`src/rtl/et_rd_port_sched_pkg.sv`:
```
// Shared definitions for the ET event-buffer read-port scheduler: FSM state codes,
// default geometry and a small round-robin helper.
package et_rd_port_sched_pkg;

  localparam int DEF_NEVENTS = 2048;
  localparam int DEF_AW      = 12;
  localparam int DEF_LW      = 13;
  localparam int DEF_NREQ    = 3;
  localparam int DEF_TW      = 2;
  localparam int DEF_RD_LAT  = 2;

  typedef enum logic [1:0] {
    ST_IDLE  = 2'd0,
    ST_GRANT = 2'd1,
    ST_BURST = 2'd2,
    ST_GAP   = 2'd3
  } state_e;

  // Requester index that follows w in round-robin order.
  function automatic int rrNext(input int w, input int n);
    return (w + 1 >= n) ? 0 : w + 1;
  endfunction

endpackage

```
`src/rtl/et_rd_port_sched_arb.sv`:
```
// Combinational round-robin pick: the first requesting index at or after the pointer wins.
module et_rd_port_sched_arb
  import et_rd_port_sched_pkg::*;
#(
  parameter int NREQ = DEF_NREQ,
  parameter int TW   = DEF_TW
) (
  input  logic [NREQ-1:0] req_i,
  input  logic [TW-1:0]   ptr_i,
  output logic            vld_o,
  output logic [TW-1:0]   idx_o
);

  int            cand;
  logic [TW-1:0] candIdx;

  always_comb begin
    vld_o   = 1'b0;
    idx_o   = '0;
    cand    = 0;
    candIdx = '0;
    for (int i = 0; i < NREQ; i++) begin
      cand = int'(ptr_i) + i;
      if (cand >= NREQ) cand = cand - NREQ;
      candIdx = TW'(cand);
      if (!vld_o && req_i[candIdx]) begin
        vld_o = 1'b1;
        idx_o = candIdx;
      end
    end
  end

endmodule

```
`src/rtl/et_rd_port_sched.sv`:
```
// Read-port scheduler for the ET event buffer: round-robin grants, one contiguous
// read burst per grant, and every read tagged with its owner RD_LAT cycles later.
module et_rd_port_sched
  import et_rd_port_sched_pkg::*;
#(
  parameter int NEVENTS = DEF_NEVENTS,
  parameter int AW      = DEF_AW,
  parameter int LW      = DEF_LW,
  parameter int NREQ    = DEF_NREQ,
  parameter int TW      = DEF_TW,
  parameter int RD_LAT  = DEF_RD_LAT
) (
  input  logic               clk,
  input  logic               rst,
  input  logic               in_live,
  input  logic [NREQ-1:0]    req,
  input  logic [NREQ*AW-1:0] req_addr,
  input  logic [NREQ*LW-1:0] req_len,
  output logic [NREQ-1:0]    grant,
  output logic [NREQ-1:0]    done,
  output logic               abort,
  output logic               busy,
  output logic               out_rena,
  output logic [AW-1:0]      out_raddr,
  output logic               rd_vld,
  output logic [TW-1:0]      rd_tag
);

  localparam logic [LW-1:0] MAX_LEN = LW'(2 * NEVENTS);

  state_e          state_q, state_d;
  logic [TW-1:0]   rr_q, rr_d;
  logic [TW-1:0]   owner_q, owner_d;
  logic [AW-1:0]   addr_q, addr_d;
  logic [LW-1:0]   rem_q, rem_d;
  logic            abort_q, abort_d;

  logic            pick_vld;
  logic [TW-1:0]   pick_idx;
  logic [AW-1:0]   sel_addr;
  logic [LW-1:0]   sel_len;
  logic [NREQ-1:0] owner_oh;

  logic [RD_LAT-1:0] vld_pipe_q;
  logic [TW-1:0]     tag_pipe_q [RD_LAT];

  et_rd_port_sched_arb #(
    .NREQ (NREQ),
    .TW   (TW)
  ) u_arb (
    .req_i (req),
    .ptr_i (rr_q),
    .vld_o (pick_vld),
    .idx_o (pick_idx)
  );

  always_comb begin
    sel_addr = '0;
    sel_len  = '0;
    for (int i = 0; i < NREQ; i++) begin
      if (pick_idx == TW'(i)) begin
        sel_addr = req_addr[i*AW +: AW];
        sel_len  = req_len[i*LW +: LW];
      end
    end
  end

  // A run-window drop always wins over normal progress, so a burst ending on the
  // same cycle reports abort and never done.
  always_comb begin
    state_d = state_q;
    rr_d    = rr_q;
    owner_d = owner_q;
    addr_d  = addr_q;
    rem_d   = rem_q;
    abort_d = 1'b0;
    unique case (state_q)
      ST_IDLE: begin
        if (in_live && pick_vld) begin
          owner_d = pick_idx;
          addr_d  = sel_addr;
          rem_d   = (sel_len > MAX_LEN) ? MAX_LEN : sel_len;
          state_d = ST_GRANT;
        end
      end
      ST_GRANT: begin
        rr_d = TW'(rrNext(int'(owner_q), NREQ));
        if (!in_live) begin
          abort_d = 1'b1;
          state_d = ST_IDLE;
        end else if (rem_q == '0) begin
          state_d = ST_GAP;
        end else begin
          state_d = ST_BURST;
        end
      end
      ST_BURST: begin
        addr_d = addr_q + 1'b1;
        rem_d  = rem_q - 1'b1;
        if (!in_live) begin
          abort_d = 1'b1;
          state_d = ST_IDLE;
        end else if (rem_q == LW'(1)) begin
          state_d = ST_GAP;
        end
      end
      ST_GAP: state_d = ST_IDLE;
      default: state_d = ST_IDLE;
    endcase
  end

  always_ff @(posedge clk or posedge rst) begin
    if (rst) begin
      state_q <= ST_IDLE;
      rr_q    <= '0;
      owner_q <= '0;
      addr_q  <= '0;
      rem_q   <= '0;
      abort_q <= 1'b0;
    end else begin
      state_q <= state_d;
      rr_q    <= rr_d;
      owner_q <= owner_d;
      addr_q  <= addr_d;
      rem_q   <= rem_d;
      abort_q <= abort_d;
    end
  end

  assign owner_oh  = NREQ'(1) << owner_q;
  assign grant     = (state_q == ST_GRANT) ? owner_oh : '0;
  assign done      = (state_q == ST_GAP) ? owner_oh : '0;
  assign abort     = abort_q;
  assign busy      = (state_q != ST_IDLE);
  assign out_rena  = (state_q == ST_BURST);
  assign out_raddr = out_rena ? addr_q : '0;

  // Valid/tag pipeline keeps shifting regardless of FSM state so aborted reads drain.
  always_ff @(posedge clk or posedge rst) begin
    if (rst) begin
      vld_pipe_q <= '0;
      for (int i = 0; i < RD_LAT; i++) tag_pipe_q[i] <= '0;
    end else begin
      vld_pipe_q[0] <= out_rena;
      tag_pipe_q[0] <= out_rena ? owner_q : '0;
      for (int i = 1; i < RD_LAT; i++) begin
        vld_pipe_q[i] <= vld_pipe_q[i-1];
        tag_pipe_q[i] <= tag_pipe_q[i-1];
      end
    end
  end

  assign rd_vld = vld_pipe_q[RD_LAT-1];
  assign rd_tag = tag_pipe_q[RD_LAT-1];

endmodule

```
`config.mk`:
```
export PLATFORM = sky130hd
export DESIGN_NAME = et_rd_port_sched
export DESIGN_NICKNAME = d
export VERILOG_FILES = /design/src/rtl/et_rd_port_sched_pkg.sv /design/src/rtl/et_rd_port_sched_arb.sv /design/src/rtl/et_rd_port_sched.sv
export SDC_FILE = /design/constraint.sdc
export NUM_CORES = 1
export LEC_CHECK = 0
export ABC_CLOCK_PERIOD_IN_PS = 3850
export BUFFER_PORTS_ARGS = -buffer_cell sky130_fd_sc_hd__buf_2
export CORE_MARGIN = 1
export CORE_UTILIZATION = 45
export DETAILED_ROUTE_END_ITERATION = 8
export PLACE_DENSITY = 0.84
export RECOVER_POWER = 50
export SYNTH_ARGS = -nofsm -noshare
export SYNTH_HDL_FRONTEND = slang
export SYNTH_SLANG_ARGS = --single-unit
```
`constraint.sdc`:
```
create_clock -name clk -period 3.85 [get_ports clk]
set_input_delay 0.385 -clock clk [delete_from_list [all_inputs] [get_ports clk]]
set_output_delay 0.385 -clock clk [all_outputs]
set_load 0.03 [all_outputs]
```
Word-level counts from Yosys, hierarchy flattened
Index checks and enable logic that the tools add are counted.

operators by class
  mux-type cells = 39
  reduce and logical (&&, ||, !) cells = 14
  shifts and indexed selects = 1
  magnitude comparators = 8
  equal/unequal tests = 8
  add/subtract/negate cells = 8

operator list
  cell                   number
  $mux 13                5
  $mux 12                5
  $pmux 13 s2            1
  $mux 2                 12
  $pmux 12 s2            1
  $eq 13x1->1 const B    1
  $gt 13x13->1 const B   1
  $logic_not 13->1       1
  $sub 13x1->13 const B  1
  $add 12x1->12 const B  1
  $ge 3x2->1 const B     3
  $lt 2x3->1 const B     3
  $mux 1                 9
  $pmux 2 s4             1
  $add 2x1->3 const B    2
  $bmux 1 s2             3
  $eq 2x2->1 const B     3
  $mux 3                 2
  $reduce_and 2->1       3
  $eq 2x1->1 const B     2
  $logic_not 2->1        2
  $reduce_bool 2->1      2
  $sub 2x1->2 const B    2
  $add 2x2->3 const B    1
  8 further kinds        11

storage, ports and cells
  register bits after elaboration = 38
  bits of input ports = 81
  word-level logic and storage cells = 87
  output and inout port bits = 24

Logic depth before layout (Yosys ltp)
Gate-level depths: netlist of run 1.

  depth after elaboration = 19
  gate-level depth with buffers = 12
  depth with buffers taken out = 9

Modules after synthesis
From an unflattened synthesis of run 1, not the netlist that was laid out.

second synthesis, totals
  cell total of the unflattened synthesis = 353
  area total of the unflattened synthesis = 3,205.6 µm²

by module, submodules not included
  module                instances  area an instance (µm²)  cells an instance  seq. area each (µm²)
  et_rd_port_sched      1          2,954.1                 321                950.9
  et_rd_port_sched_arb  1          251.5                   32                 0.0

Worst setup path before layout of run 1
No wires, ideal clock.

  path kind = register -> output
  start = reg state_q[0]
  end = out out_raddr[6]
  slack = 1,382 ps
  data arrival time = 2,083 ps
  stages on the path, launching flop included = 7
  required time = 3,465 ps
  path through = dfrtp_1 inv_1 ha_1 clkbuf_1 clkinv_1 clkbuf_1 nor2_1

between the ends
  word-level cells in the longest chain between the ends = 2

ends and longest elaborated chain
  item                    line                     text
  start, declared         et_rd_port_sched.sv:31   state_e state_q, state_d;
  start signal, assigned  et_rd_port_sched.sv:121  state_q <= state_d;
  $eq 2x2->1              et_rd_port_sched.sv:135  assign out_rena = (state_q == ST_BURST);
  named net out_rena      et_rd_port_sched.sv:23   output logic out_rena,
  $mux 12                 et_rd_port_sched.sv:136  assign out_raddr = out_rena ? addr_q : '0;
  end, declared           et_rd_port_sched.sv:24   output logic [AW-1:0] out_raddr,

The timed path passes the listed nets, and every way through them passes these cells.

Worst setup path after layout of run 1
  start = reg rr_q[0]
  end = reg addr_q[8]

between the ends
  word-level cells in the longest chain between the ends = 17

ends and longest elaborated chain
  item                                                                  line                     text
  start, declared                                                       et_rd_port_sched.sv:32   logic [TW-1:0] rr_q, rr_d;
  start signal, assigned                                                et_rd_port_sched.sv:122  rr_q <= rr_d;
  parallel branches: the longest is 17 deep, another holds $add 2x1->3  n/a
  end signal, assigned                                                  et_rd_port_sched.sv:124  addr_q <= addr_d;
  end, declared                                                         et_rd_port_sched.sv:34   logic [AW-1:0] addr_q, addr_d;

Several ways; the timed one is not identified. The select of a mux whose other input is x is not followed.
A chain may end at the register's enable or synchronous reset.

==> results.toml, run 1 <==
[timing]
whs_ns = 0.318
fin_skew_ns = 0.00522
max_freq_ghz = 0.295
hold_viol = 0
tns_ns = 0
finalCritPeriodShare_pct = 88.1
fin_crit_ns = 3.39
final_max_slew_viol_count = 39
rsz0062_at_grt = "no"
tightestPinTransition_ns = 2.08
setup_viol = 0
relSlewSlack_pct = -38.6

[logic_synthesis]
synth_cell_types = 66
syn_area_um2 = 3120
syn_inst = 382
yosysSeqAreaShare_pct = 30.5
synthSimpleGateAreaFrac_pct = 20.0
ys_async_sr_fraction_pct = 100
synth-compound-area-share_pct = 35.1
ys_warn_count = 0
synth-seq-cells = 38
synthXorXnorAreaFrac_pct = 0
synth-edff-count = 0
syn-num-nets = 475
synth_top_area_share_pct = 30.5
synthMuxAreaShare_pct = 2.13
synth_top_family_by_area = "compound AO/OA/AOI/OAI gates"
synth_area_per_cell_um2 = 8.17
synth_fa_ha_area_share_pct = 4.81
synth_flop_cell = "dfrtp_1"
yosysTopAreaCell = "dfrtp_1"
synthTopCellsByArea = "dfrtp_1 (30%), a21oi_1 (5.6%), ha_1 (4.8%)"

[global_routing]
track_usage_pct = 26.0
grt_max_degree = 39
grt_pass1_wl_um = 15200
grt_pass1_vias = 3331
grt_antenna_before_repair = 0
gr-total-overflow = 0

[final_layout]
area_delta_synth_final_pct = 22.3
antennaDiodeCount = 0
drive_above_1_share_pct = 28.0
seq_area_um2 = 951
final_cells = 556
fin_nets = 571
fillers = 605
multi_input_area_um2 = 1930
postLayoutCoreUtil_pct = 58.4

[placement]
dp_hpwl_um = 6700
dp.cells = 548
port_buffers = 104
finalWeightedCongestion = 0.951

[detailed_routing]
wl_met3_um = 500
vias_per_cell = 6.19
dr_wl_met2_um = 4650
vias = 3443
drc = 0
drt-initial-drc-count = 288
routedWlPerCell_um = 16.4
dr.pass1.iters = 5
highest_layer = "met4"
wl_um = 9110
wl_met1_um = 3760
postRouteAntennaNets = 0

[setup_path]
required_ns = 4.04
startpoint_type = "flip-flop"
timing.setup.critical_path_class = "reg -> reg"
arrival_ns = 3.58
crit_fanout = 20
crit_path_end_kind = "flip-flop"
r2r_cells = 9

[floorplan]
rows = 29
die_x_um = 85.3
initial_utilization_pct = 47.8
dieArea_um2 = 7270
core_area_um2 = 6530
fp.dieH_um = 85.3
pin_count = 105

[job]
cap_violations = 1

[power_and_ir_drop]
power_density_nw_per_um2 = 831
ir_drop_mv = 0.470
power.leakage_nw = 1.82

[clock_tree]
postCtsSetupBuffers = 0
hold_buffers = 0
cts-root-buf = "clkbuf_8"
cts_max_level = 2
numCtsBuffers = 5
cts_tree = "done"
path_clk_slew_ns = 0.08
cts.sinks = 38
cts_resized = 0
cts.path.max_buffers = 2
insertion_delay_ns = 0.30

[worst_hold_path]
hp-class = "in -> reg"
hold_depth = 2

[run_status]
violations = "capacitance limit, slew limit"
status = "finished, violations left"
-- logic make-up after synthesis --
logic type / count (synthesis)
AO/OA/AOI/OAI: 152
adder cells (fa/ha/maj): 12
buffers and inverters: 55
flip-flops: 38
multiplexers: 6
AND/OR/NAND/NOR: 119
-- cell type report --
class	instances	area share, %
inverters	31	3.05
flip-flops and latches	38	24.9
clock inverters	3	1.80
clock buffers	5	1.80
well taps	77	2.53
repair buffers	113	15.2
multi-input cells	289	50.7
-- metal layers --
| metal | vias to the layer above | track usage [%] |
|---|---|---|
| li1 | 1618 | - |
| met5 | - | 0 |
| met4 | 0 | 9.09 |
| met1 | 1671 | 32.4 |
| met2 | 133 | 45.6 |
| met3 | 21 | 4.09 |
-- synthesized netlist by cell type (4+ instances only) --
library cell and number:
dfrtp_1 38, nand2_1 37, a21oi_1 35, inv_1 30, o21ai_0 24, nor2_1 19
buf_2 13, a211oi_1 12, ha_1 12, and2_1 10, a221o_1 9, nor3_1 8
a22o_1 7, nand3_1 7, clkbuf_1 6, nand2b_1 6, a311oi_1 5, o22ai_1 5
or3_1 5, a311o_1 4, and3b_1 4, nor4_1 4
-- worst max-delay path, cell delays in order (launching register included) --
cell and delay (ns):
dfrtp_1 0.41, inv_1 0.11, ha_1 0.41, mux2i_1 0.37
o221a_2 0.45, a21boi_1 0.33, o21a_1 0.61, buf_4 0.31
a21oi_1 0.06, o22a_1 0.21
-- registers in the layout, indices dropped and copies added, names as in the netlist --
name and cells:
rem_q 13, addr_q 12, owner_q 2, rd_tag 2, rr_q 2, state_q 2, tag_pipe_q 2, vld_pipe_q 2
abort 1
-- through the flow --
step / power [W] / cell area (µm²) / worst slack (ns)
final: 0.00317 / 3810 / 0.459
after CTS: 0.00315 / 3820 / 0.511
after global routing: 0.00341 / 3810 / 0.184
after global placement: 0.00265 / 3690 / 0.665
after detailed placement: 0.00272 / 3690 / 0.551
after floorplan: 0.00224 / 3120 / 1.38
-- final timing paths --
kind                               start    endpoint  slack, ns
max in group asynchronous            rst    rem_q[3]       1.83
min                              in_live       abort       0.32
max                              rr_q[0]   addr_q[8]       0.46
max reg2reg                      rr_q[0]   addr_q[8]       0.46
min reg2reg                tag_pipe_q[2]   rd_tag[0]       0.35
min in group asynchronous            rst  addr_q[10]       0.83
-- cell usage in the layout, fill, tap and decap left out, drive strengths merged, types with 4 or more instances in the layout --
cell type	Yosys	final
a311oi	5	5
ha	12	12
or3	5	5
nor2	20	20
clkbuf	6	10
a211oi	12	12
nand2b	7	7
o22ai	5	5
buf	18	108
a221o	9	9
and3b	4	4
nand3	7	7
and2	10	10
a21oi	39	39
nor3	8	8
mux2i	4	4
a311o	4	4
nand2	37	37
inv	30	30
a22o	7	7
dfrtp	38	38
nor4	5	5
o21ai	26	26
-- where the power goes --
| group | switching (W) | internal (W) |
|---|---|---|
| Combinational | 0.00123 | 0.000790 |
| Sequential | 0.000170 | 0.000565 |
| Clock | 0.000156 | 0.000260 |
| Total | 0.00155 | 0.00161 |
(Power assumes the default switching activity.)
==> run 2: changes to the inputs <==
--- a/config.mk
+++ b/config.mk
@@ -6,12 +6,13 @@
 export NUM_CORES = 1
 export LEC_CHECK = 0
 export ABC_CLOCK_PERIOD_IN_PS = 3850
-export BUFFER_PORTS_ARGS = -buffer_cell sky130_fd_sc_hd__buf_2
 export CORE_MARGIN = 1
 export CORE_UTILIZATION = 45
 export DETAILED_ROUTE_END_ITERATION = 8
-export PLACE_DENSITY = 0.84
+export DONT_BUFFER_PORTS = 1
+export PLACE_DENSITY = 0.71
 export RECOVER_POWER = 50
+export SLEW_MARGIN = 20
 export SYNTH_ARGS = -nofsm -noshare
 export SYNTH_HDL_FRONTEND = slang
 export SYNTH_SLANG_ARGS = --single-unit
==> run 2 against run 1 <==
Net effect: the run still ends with capacitance limit, slew limit left; final area down 14%; first-iteration DRC count down 4.5%; clock skew about the same; routed wire length down 6.5%; power down 5.1%; maximum frequency down 1.5%; clock-buffer cell count up 1; critical path type is now reg -> out.
==> results.toml, run 2 (synthesis gave the netlist of run 1 again) <==
[run_status]
status = "finished, violations left"
violations = "capacitance limit, slew limit"

[global_routing]
grt_antenna_before_repair = 0
grt_pass1_vias = 2790
grt_pass1_wl_um = 13500
grt_max_degree = 39
track_usage_pct = 23.4
gr-total-overflow = 0

[timing]
tightestPinTransition_ns = 2.10
finalCritPeriodShare_pct = 89.4
rsz0062_at_grt = "no"
setup_viol = 0
relSlewSlack_pct = -40.1
fin_crit_ns = 3.44
final_max_slew_viol_count = 39
hold_viol = 0
max_freq_ghz = 0.290
tns_ns = 0
fin_skew_ns = 0.00510

[final_layout]
drive_above_1_share_pct = 8.82
final_cells = 451
mostFrequentLayoutCell = "dfrtp_1"
largest_register_ffs = 13
fillers = 632
fin_nets = 467
top_regs = "rem_q x13, addr_q x12"
seq_area_um2 = 951
area_delta_synth_final_pct = 4.97
antennaDiodeCount = 0
final_cell_mix = "dfrtp_1 (38), nand2_1 (37), a21oi_1 (35)"
multi_input_area_um2 = 1930
top_register = "rem_q"

[clock_tree]
numCtsBuffers = 5
cts_tree = "done"
hold_buffers = 0
cts-root-buf = "clkbuf_8"
cts_resized = 0
path_clk_slew_ns = 0.08
insertion_delay_ns = 0.29
cts_max_level = 2
postCtsSetupBuffers = 0
cts.path.max_buffers = 2
cts.sinks = 38

[detailed_routing]
postRouteAntennaNets = 0
vias = 2944
vias_per_cell = 6.53
dr.pass1.iters = 7
drt-initial-drc-count = 275
wl_um = 8520
routedWlPerCell_um = 18.9
drc = 0

[power_and_ir_drop]
ir_drop_mv = 0.389
power.leakage_nw = 1.38
power_density_nw_per_um2 = 918

[floorplan]
rows = 29
fp.dieH_um = 85.3
die_x_um = 85.3
dieArea_um2 = 7270
pin_count = 105
initial_utilization_pct = 47.8
core_area_um2 = 6530

[worst_hold_path]
hp-start = "in_live"
hp-class = "in -> reg"
hold_depth = 1

[placement]
finalWeightedCongestion = 0.921
port_buffers = 0
dp.cells = 444
dp_hpwl_um = 6090

[setup_path]
arrival_ns = 3.06
crit_path_end_kind = "primary output"
r2r_cells = 6
crit_fanout = 18
startpoint_type = "flip-flop"
r2r_start = "state_q[0]"
timing.setup.critical_path_class = "reg -> out"
required_ns = 3.46
startpoint = "state_q[0]"

[job]
cap_violations = 1
run 2: metal layers:
layer | global-route usage, % | up-vias | wire [µm]
met4 | 10.6 | 0 | 266
met3 | 5.35 | 20 | 508
met1 | 30.3 | 1400 | 3680
met2 | 37.5 | 115 | 4060
met5 | 0 | - | 0
li1 | - | 1409 | -
run 2: where the power goes:
part | internal (W) | total, W | switching (W)
registers | 0.000565 | 0.000751 | 0.000186
clock network | 0.000207 | 0.000350 | 0.000143
logic | 0.000728 | 0.00190 | 0.00118
total | 0.00150 | 0.00301 | 0.00151
run 2: metrics by stage:
stage	hold WS [ns]	worst slack [ns]	util (%)	cell area, µm²	power (W)
after floorplan	0.331	1.38	-	3120	0.00224
after global placement	0.332	0.767	48.5	3170	0.00259
after detailed placement	0.338	0.643	48.5	3170	0.00264
after CTS	0.109	0.605	50.2	3280	0.00299
after global routing	0.144	0.223	50.1	3270	0.00325
final	0.157	0.407	50.1	3270	0.00301
run 2: path summary, 6_finish.rpt:
kind | endpoint | slack (ns)
max in group asynchronous | addr_q[4] | 1.90
worst max register to register | addr_q[8] | 0.57
worst max-delay path | out_raddr[7] | 0.41
worst min-delay path | abort | 0.16
worst min register to register | vld_pipe_q[1] | 0.35
min in group asynchronous | addr_q[10] | 0.74
run 2: critical path, stage by stage (launching register included):
cell and delay [ns]:
dfrtp_1 0.41, inv_1 0.13, ha_1 0.72, clkinv_1 0.75, nor2_1 0.75
run 2: area by class of cell:
| type | count | share of cell area (%) |
|---|---|---|
| Inverter | 31 | 3.55 |
| Clock buffer | 6 | 2.52 |
| Tap cell | 77 | 2.94 |
| Multi-Input combinational cell | 289 | 59.1 |
| Sequential cell | 38 | 29.0 |
| Timing Repair Buffer | 9 | 1.95 |
| Clock inverter | 1 | 0.917 |
